`src/rtl/md_unit_if.sv`:
```
// EX-stage to multiply/divide unit bundle.
// Issue controls and operands in; busy and HI/LO out.
interface md_unit_if;
  logic        MDStart;
  logic [2:0]  MDOp;
  logic        MDFlush;
  logic [31:0] rs;
  logic [31:0] rt;
  logic        isbusy;
  logic [31:0] HI;
  logic [31:0] LO;

  modport master (
    output MDStart, MDOp, MDFlush, rs, rt,
    input  isbusy, HI, LO
  );

  modport slave (
    input  MDStart, MDOp, MDFlush, rs, rt,
    output isbusy, HI, LO
  );
endinterface

```
`src/rtl/md_unit.sv`:
```
// Iterative MULT/MULTU/DIV/DIVU/MTHI/MTLO unit owning HI/LO.
// Ports: clk, rst (sync, active high), bus (slave: issue in; isbusy/HI/LO out).
module md_unit (
  input  logic     clk,
  input  logic     rst,
  md_unit_if.slave bus
);

  typedef enum logic [1:0] {
    IDLE,
    MUL,
    DIV,
    FIX
  } state_e;

  localparam logic [2:0] OP_MULT  = 3'b000;
  localparam logic [2:0] OP_MULTU = 3'b001;
  localparam logic [2:0] OP_DIV   = 3'b010;
  localparam logic [2:0] OP_DIVU  = 3'b011;
  localparam logic [2:0] OP_MTHI  = 3'b100;
  localparam logic [2:0] OP_MTLO  = 3'b101;

  state_e      state_q, state_d;
  logic [31:0] a_q, a_d;
  logic [31:0] b_q, b_d;
  logic [31:0] rem_q, rem_d;
  logic [31:0] hi_q, hi_d;
  logic [31:0] lo_q, lo_d;
  logic [5:0]  cnt_q, cnt_d;
  logic        sgn_q, sgn_d;
  logic        qneg_q, qneg_d;
  logic        rneg_q, rneg_d;
  logic        dz_q, dz_d;

  logic        acc;
  logic        is_md;
  logic        dsgn;
  logic        rs_neg;
  logic        rt_neg;
  logic        sa;
  logic        sb;
  logic [63:0] prod;
  logic [32:0] rem_sh;
  logic [32:0] trial;
  logic [31:0] rem_fix;

  assign acc = bus.MDStart & ~bus.MDFlush
             & (state_q == IDLE) & ~rst;
  assign is_md = ~bus.MDOp[2];
  assign bus.isbusy = ~rst
                    & ((state_q != IDLE) | (acc & is_md));
  assign bus.HI = hi_q;
  assign bus.LO = lo_q;

  assign dsgn   = ~bus.MDOp[0];
  assign rs_neg = dsgn & bus.rs[31];
  assign rt_neg = dsgn & bus.rt[31];

  // One 64-bit multiplier: sign-extending the operands
  // gives the signed product modulo 2^64.
  assign sa   = sgn_q & a_q[31];
  assign sb   = sgn_q & b_q[31];
  assign prod = {{32{sa}}, a_q} * {{32{sb}}, b_q};

  // Held remainder is always below the divisor, so 32 bits
  // suffice; only the shifted trial value needs bit 32.
  assign rem_sh = {rem_q, a_q[31]};
  assign trial  = rem_sh - {1'b0, b_q};

  // A zero divisor never fails the trial subtract, so the
  // remainder ends as |rs|; the rs sign then restores rs.
  assign rem_fix = rneg_q ? -rem_q : rem_q;

  always_comb begin
    state_d = state_q;
    a_d     = a_q;
    b_d     = b_q;
    rem_d   = rem_q;
    hi_d    = hi_q;
    lo_d    = lo_q;
    cnt_d   = cnt_q;
    sgn_d   = sgn_q;
    qneg_d  = qneg_q;
    rneg_d  = rneg_q;
    dz_d    = dz_q;
    unique case (state_q)
      IDLE: begin
        if (acc) begin
          unique case (bus.MDOp)
            OP_MULT, OP_MULTU: begin
              a_d     = bus.rs;
              b_d     = bus.rt;
              sgn_d   = (bus.MDOp == OP_MULT);
              state_d = MUL;
            end
            OP_DIV, OP_DIVU: begin
              a_d     = rs_neg ? -bus.rs : bus.rs;
              b_d     = rt_neg ? -bus.rt : bus.rt;
              qneg_d  = rs_neg ^ rt_neg;
              rneg_d  = rs_neg;
              dz_d    = (bus.rt == 32'd0);
              cnt_d   = 6'd0;
              rem_d   = 32'd0;
              state_d = DIV;
            end
            OP_MTHI: hi_d = bus.rs;
            OP_MTLO: lo_d = bus.rs;
            default: ;
          endcase
        end
      end
      MUL: begin
        hi_d    = prod[63:32];
        lo_d    = prod[31:0];
        state_d = IDLE;
      end
      DIV: begin
        // Dividend shifts out the top while quotient
        // bits fill in from the bottom.
        a_d   = {a_q[30:0], ~trial[32]};
        rem_d = trial[32] ? rem_sh[31:0] : trial[31:0];
        cnt_d = cnt_q + 6'd1;
        if (cnt_q == 6'd31) state_d = FIX;
      end
      FIX: begin
        lo_d    = dz_q   ? 32'hFFFF_FFFF :
                  qneg_q ? -a_q : a_q;
        hi_d    = rem_fix;
        state_d = IDLE;
      end
    endcase
  end

  always_ff @(posedge clk) begin
    if (rst) begin
      state_q <= IDLE;
      a_q     <= 32'd0;
      b_q     <= 32'd0;
      rem_q   <= 32'd0;
      hi_q    <= 32'd0;
      lo_q    <= 32'd0;
      cnt_q   <= 6'd0;
      sgn_q   <= 1'b0;
      qneg_q  <= 1'b0;
      rneg_q  <= 1'b0;
      dz_q    <= 1'b0;
    end else begin
      state_q <= state_d;
      a_q     <= a_d;
      b_q     <= b_d;
      rem_q   <= rem_d;
      hi_q    <= hi_d;
      lo_q    <= lo_d;
      cnt_q   <= cnt_d;
      sgn_q   <= sgn_d;
      qneg_q  <= qneg_d;
      rneg_q  <= rneg_d;
      dz_q    <= dz_d;
    end
  end

endmodule
```
`src/flat_wrapper.sv`:
```
// flat-port wrapper written by rule: the top's interface ports become plain ports
module md_unit_flat 
  (clk, rst, bus_MDStart, bus_MDOp, bus_MDFlush, bus_rs, bus_rt, bus_isbusy, bus_HI, bus_LO);
  md_unit_if bus_i ();
  input  logic clk;
  input  logic rst;
  input wire logic [$bits(bus_i.MDStart)-1:0] bus_MDStart;
  input wire logic [$bits(bus_i.MDOp)-1:0] bus_MDOp;
  input wire logic [$bits(bus_i.MDFlush)-1:0] bus_MDFlush;
  input wire logic [$bits(bus_i.rs)-1:0] bus_rs;
  input wire logic [$bits(bus_i.rt)-1:0] bus_rt;
  output wire logic [$bits(bus_i.isbusy)-1:0] bus_isbusy;
  output wire logic [$bits(bus_i.HI)-1:0] bus_HI;
  output wire logic [$bits(bus_i.LO)-1:0] bus_LO;
  assign bus_i.MDStart = bus_MDStart;
  assign bus_i.MDOp = bus_MDOp;
  assign bus_i.MDFlush = bus_MDFlush;
  assign bus_i.rs = bus_rs;
  assign bus_i.rt = bus_rt;
  assign bus_isbusy = bus_i.isbusy;
  assign bus_HI = bus_i.HI;
  assign bus_LO = bus_i.LO;
  md_unit u_core (.clk(clk), .rst(rst), .bus(bus_i));
endmodule
```
`config.mk`:
```
export PLATFORM = sky130hd
export DESIGN_NAME = md_unit_flat
export DESIGN_NICKNAME = d
export VERILOG_FILES = /design/src/rtl/md_unit_if.sv /design/src/rtl/md_unit.sv /design/src/flat_wrapper.sv
export SDC_FILE = /design/constraint.sdc
export NUM_CORES = 2
export LEC_CHECK = 0
export CELL_PAD_IN_SITES_DETAIL_PLACEMENT = 1
export CELL_PAD_IN_SITES_GLOBAL_PLACEMENT = 2
export CORE_MARGIN = 10
export CORE_UTILIZATION = 41
export CTS_CLUSTER_SIZE = 24
export DETAILED_ROUTE_END_ITERATION = 10
export PLACE_DENSITY_LB_ADDON = 0.1
export SKIP_LAST_GASP = 1
export SYNTH_ARGS = -nofsm -noshare
export SYNTH_HDL_FRONTEND = slang
export SYNTH_SLANG_ARGS = --single-unit
```
`constraint.sdc`:
```
create_clock -name clk -period 9.1 [get_ports clk]
set_input_delay 1.365 -clock clk [delete_from_list [all_inputs] [get_ports clk]]
set_output_delay 1.365 -clock clk [all_outputs]
set_load 0.02 [all_outputs]
```
-- Word-level counts from Yosys, hierarchy flattened
Index checks and enable logic that the tools add are counted.
W data, S select, Z words.
- output and inout bits: 65
- input bits: 71
- logic and storage cells: 93
- bits in registers: 172
- muxes and demuxes: 26
- reductions and logical operators: 18
- $mul: 1
- equality and inequality tests: 15
- bitwise gates (word level): 16
- add/subtract/negate cells: 6
- operators by type and width (operator ; number):
    $mux W32 ; 13
    $pmux W32 S2 ; 4
    $pmux W32 S3 ; 2
    $neg A32 Y32 ; 4
    $mul A33 B33 Y64 ; 1
    $sub A33 B32 Y33 ; 1
    $logic_not A32 Y1 ; 1
    $reduce_and A3 Y1 ; 8
    $mux W6 ; 2
    $pmux W6 S2 ; 1
    $and A1 B1 Y1 ; 9
    $add A6 B1 Y6 const B ; 1
    $eq A3 B2 Y1 const B ; 2
    $eq A3 B3 Y1 const B ; 2
    $eq A6 B5 Y1 const B ; 1
    $ne A2 B2 Y1 const B ; 3
    $pmux W2 S3 ; 1
    $reduce_bool A2 Y1 ; 3
    $reduce_or A2 Y1 ; 3
    $not A1 Y1 ; 5
    $eq A2 B2 Y1 const B ; 2
    $mux W2 ; 2
    $ne A2 B1 Y1 const B ; 2
    $pmux W2 S2 ; 1
    8 further kinds ; 8

-- Longest topological paths before layout
- depth in word-level cells: 7
- depth in mapped cells: 31
- gate-level depth less buffers: 28

-- Worst setup path after synthesis
OpenSTA, ideal clock, no wires.
- path type: register -> register
- start: reg u_core.a_q[22]
- end: reg u_core.hi_q[31], in the netlist u_core.bus.HI[31]
- buffers on the path: 4
- arrival: 7.947 ns
- stages on the path, launching flop included: 30
- data required time: 8.980 ns
- library setup time: 0.120 ns
- clock period less this slack: 8.067 ns
- path slack: 1.033 ns
- cell sequence: dfxtp_1 -> clkbuf_1 -> clkbuf_1 -> buf_1 -> nand2_1 -> fa_1 -> inv_1 -> fa_1 -> fa_1 -> inv_1 -> fa_1 -> inv_1 -> fa_1 -> fa_1 -> fa_1 -> inv_1 -> fa_1 -> inv_1 -> ha_1 -> clkbuf_1 -> a21oi_1 -> o21ai_0 -> a21o_1 -> a2111oi_0 -> o211ai_1 -> o21ai_1 -> o21ba_2 -> o21ai_0 -> a32o_1 -> a211o_1
- longest elaborated chain between the ends: 2
- ends and longest elaborated chain (element ; line ; RTL):
    from (decl) ; md_unit.sv:24 ; logic [31:0] a_q, a_d;
    from (signal assigned) ; md_unit.sv:137 ; a_q <= 32'd0;
    from (signal assigned) ; md_unit.sv:149 ; a_q <= a_d;
    $mul A33 B33 Y64 ; md_unit.sv:63 ; assign prod = {{32{sa}}, a_q} * {{32{sb}}, b_q};
    $pmux W32 S3 ; md_unit.sv:86 ; unique case (state_q)
    to (signal assigned) ; md_unit.sv:152 ; hi_q <= hi_d;
    to (decl) ; md_unit.sv:27 ; logic [31:0] hi_q, hi_d;
No other way between the ends.
A chain may end at the register's enable or synchronous reset.

-- Final worst setup path
- start: reg u_core.b_q[14]
- end: reg u_core.hi_q[27], in the netlist u_core.bus.HI[27]
- longest elaborated chain between the ends: 2
- ends and longest elaborated chain (element ; line ; RTL):
    from (decl) ; md_unit.sv:25 ; logic [31:0] b_q, b_d;
    from (signal assigned) ; md_unit.sv:138 ; b_q <= 32'd0;
    from (signal assigned) ; md_unit.sv:150 ; b_q <= b_d;
    $mul A33 B33 Y64 ; md_unit.sv:63 ;
    $pmux W32 S3 ; md_unit.sv:86 ;
No other way between the ends.

==> qor.txt <==
================================================================================
Layout Utilization                                                         0.450
Antenna violation net count after detailed routing                             0
Largest family of logic cells by synthesized area                    adder cells
Number of flip-flops and latches in the synthesized netlist                  172
Highest clock frequency the design can meet                            0.114 GHz
Mean cell area of the mapped netlist                                   8.59 um^2
IO Pins                                                                      136
Clock latency on the worst-skew pair                                      530 ps
Clk_skew                                                                 26.9 ps
Xor and xnor area share after synthesis                                   0.0360
Top metal layer carrying routed signals                                     met5
Arrival time worst endpoint                                              9130 ps
Hpwl dp                                                                   160 mm
H-Tree Depth                                                                   4
Resize count post-CTS                                                          0
FFs w/ async S/R, synth                                                        0
Overall via count from detail_route                                        40000
Combined buffer and inverter count along the critical path                     6
Worst path top cell family by delay                                  adder cells
Global route overflow                                                          0
Compound-Gate Fraction of Synth Area                                      0.0954
Root Driver                                                         sky130_fd_sc_hd__clkbuf_16
Max-cap check violation count                                                  0
Final slew viol count                                                          0
N_diodes                                                                       0
Worst endpoint required time                                             9480 ps
TritonRoute pass-1 iters                                                       5
Port-buffer cells                                                            135
Synth cell count leaders                                            sky130_fd_sc_hd__inv_1 (1192), sky130_fd_sc_hd__fa_1 (1126), sky130_fd_sc_hd__nand2_1 (876), sky130_fd_sc_hd__and2_1 (313), sky130_fd_sc_hd__clkbuf_1 (307)
Power per unit of standard cell area                                48.9 nW/um^2
Period Utilization, post-route                                             0.962
Height of the chip                                                        368 um
Total die area                                                       135000 um^2
CTS buffer count                                                              17
Routability congestion estimate from global placement                      0.909
Final hold violations                                                          0
Nature of the critical path startpoint                                 flip-flop
Synth area leaders                                                  sky130_fd_sc_hd__fa_1 (45%), sky130_fd_sc_hd__inv_1 (9.0%), sky130_fd_sc_hd__dfxtp_1 (6.9%)
Metal1 wirelength                                                        77.8 mm
Number of instances in the synthesized netlist                              5782
Total met3 wirelength after detailed routing                             6.19 mm
Vias per std cell                                                           5.39
Maximum count of clock buffers along a single path                             2
Sequential area share after synthesis                                     0.0693
Measured slew at the worst slew-check pin                                1150 ps
Number of antenna violations at the first check in global routing             13
Synth cell types                                                              75
Reg clk slew, reported paths                                               90 ps
Die width                                                                 368 um
CTS Hold Bufs                                                                  0
CTS tree                                                                   built
Setup Slack @ Placement                                                   207 ps
Core box area                                                        120000 um^2
Slowest cell on the critical path                                   sky130_fd_sc_hd__dfxtp_1
CTS sink count                                                               172
Synthesis-to-layout area growth                                            8.91%
Via count of the first global-routing pass                                 44600
RSZ-0062 raised after global routing                                        true
Adder-cell share of the synthesized area                                   0.517
Worst slew margin                                                          0.230
Postcts setup bufs                                                             0
WS Path Type                                                        flip-flop to flip-flop
Post-synthesis instance area                                          49700 um^2
Worst stage delay on the critical path                                    910 ps
First-pass GRT wire length                                                287 mm
Initial detailed-routing violation count                                    2387
P_leak                                                                   25.4 nW
Biggest fanout along the worst timing path                                    20
Wirelength per Cell                                                      25.4 um
Dominant register cell in the synthesized netlist                   sky130_fd_sc_hd__dfxtp_1
Tmin final                                                               8750 ps
# rows                                                                       127
Pin count of the biggest net entering global routing                          65
Library cell with the highest instance count after synthesis        sky130_fd_sc_hd__inv_1
Cell type contributing the most total cell area after synthesis     sky130_fd_sc_hd__fa_1
Residual DRC count                                                             0
Worst Slack Setup Final                                                   346 ps
Multiplexer share of the synthesized area                                0.00711
Wire length reported by the detailed router                               188 mm
Outcome                                                             complete, no violations
Proportion of layout cells with a drive suffix above 1                    0.0534
Most used cell, CP                                                  sky130_fd_sc_hd__fa_1
VDD IR max                                                            0.000174 V
Count of synthesis-stage warnings from yosys                                   0
Yosys top cell area share                                                  0.454
Net count after synthesis                                                   7229
Nets                                                                        7239
Setup-violating endpoint count in the final report                             0
Global-route total usage across every layer                                0.281
Starting utilization of the core area                                      0.413
Number of enable flip-flop cells after synthesis                               0
Worst hold slack after final layout                                       460 ps
Synth Area in Simple Gates                                                 0.158
Capturing element type of the critical path                            flip-flop
Filler Cell Count                                                          14200
Sum of met2 wire segment lengths after detailed routing                  97.1 mm
Type of the tightest min-delay check                                flip-flop to flip-flop
================================================================================
routing by layer:
metal,GRT usage,vias up
li1,-,17600
met1,0.353,21400
met2,0.506,837
met3,0.0218,224
met4,0.0923,8
met5,0,-
logic make-up (layout without fill, tap and decap cells):
| family | after synthesis | in the layout |
|---|---|---|
| multiplexers | 35 | 35 |
| flip-flops | 172 | 172 |
| buffers and inverters | 1553 | 1576 |
| XOR/XNOR | 204 | 204 |
| adder cells (fa/ha/maj) | 1376 | 1376 |
| AND/OR/NAND/NOR | 1715 | 1715 |
| AO/OA/AOI/OAI | 727 | 727 |
per-stage QoR:
step                      setup TNS (ps)  instance area [um^2]  cells  power, mW
after floorplan                        0                 49700   5782       1.38
after global placement                 0                 53500   7385       1.82
after detailed placement               0                 53500   7385       1.83
after CTS                              0                 54100   7417       2.65
after global routing               -22.0                 54100   7417       2.75
final                                  0                 54100   7417       2.65
cell type report:
class                      instances  area [um^2]  area share
clock inverter                    14          168     0.00310
multi-input combinational       4057        40400       0.747
timing repair buffer             350         3080      0.0569
tap                             1612         2020      0.0373
sequential                       172         3480      0.0644
inverter                        1194         4490      0.0830
clock buffer                      18          429     0.00793
cells in the final DEF (no fill, tap or decap), types with 33 or more instances in the layout:
cell / synthesis / layout
sky130_fd_sc_hd__nand2_1: 876 / 874
sky130_fd_sc_hd__xnor2_1: 125 / 125
sky130_fd_sc_hd__clkdlybuf4s50_1: 0 / 134
sky130_fd_sc_hd__o21ai_0: 169 / 167
sky130_fd_sc_hd__nor2_1: 284 / 281
sky130_fd_sc_hd__o31ai_1: 34 / 34
sky130_fd_sc_hd__a21oi_1: 179 / 178
sky130_fd_sc_hd__and3_1: 35 / 35
sky130_fd_sc_hd__dfxtp_1: 172 / 146
sky130_fd_sc_hd__inv_1: 1192 / 1190
sky130_fd_sc_hd__mux2i_1: 33 / 33
sky130_fd_sc_hd__fa_1: 1126 / 1126
sky130_fd_sc_hd__xor2_1: 79 / 79
sky130_fd_sc_hd__ha_1: 250 / 250
sky130_fd_sc_hd__buf_4: 0 / 207
sky130_fd_sc_hd__and2_1: 313 / 313
sky130_fd_sc_hd__a211oi_1: 73 / 73
sky130_fd_sc_hd__a21o_1: 44 / 44
sequential cells by signal (all words and copies together) (netlist names):
signal and flops:
u_core.a_q 32, u_core.b_q 32, u_core.bus.HI 32, u_core.bus.LO 32
u_core.rem_q 32, u_core.cnt_q 6, u_core.state_q 2, u_core.dz_q 1
u_core.qneg_q 1, u_core.rneg_q 1, u_core.sgn_q 1
power by group:
| part | internal [mW] | leakage [nW] | switching (mW) |
|---|---|---|---|
| Combinational | 0.340 | 23.7 | 0.629 |
| Clock | 0.372 | 0.292 | 0.454 |
| Sequential | 0.780 | 1.41 | 0.0695 |
| Total | 1.49 | 25.4 | 1.15 |
worst min-delay path, stage by stage (launching register included):
cell and delay, ps:
sky130_fd_sc_hd__dfxtp_1 320, sky130_fd_sc_hd__nand2_1 50, sky130_fd_sc_hd__a21oi_1 50
path summary, 6_finish.rpt:
check / startpoint / endpoint / slack [ps] / cells after the start
max reg2reg: u_core.b_q[14]$_SDFFE_PP0P_ / u_core.bus.HI[27]$_SDFFE_PP0P_ / 350 / 25
min: u_core.bus.HI[9]$_SDFFE_PP0P_ / u_core.bus.HI[9]$_SDFFE_PP0P_ / 460 / 2
max: u_core.b_q[14]$_SDFFE_PP0P_ / u_core.bus.HI[27]$_SDFFE_PP0P_ / 350 / 25
min reg2reg: u_core.bus.HI[9]$_SDFFE_PP0P_ / u_core.bus.HI[9]$_SDFFE_PP0P_ / 460 / 2
No activity file was read; power rests on OpenSTA's default activity.
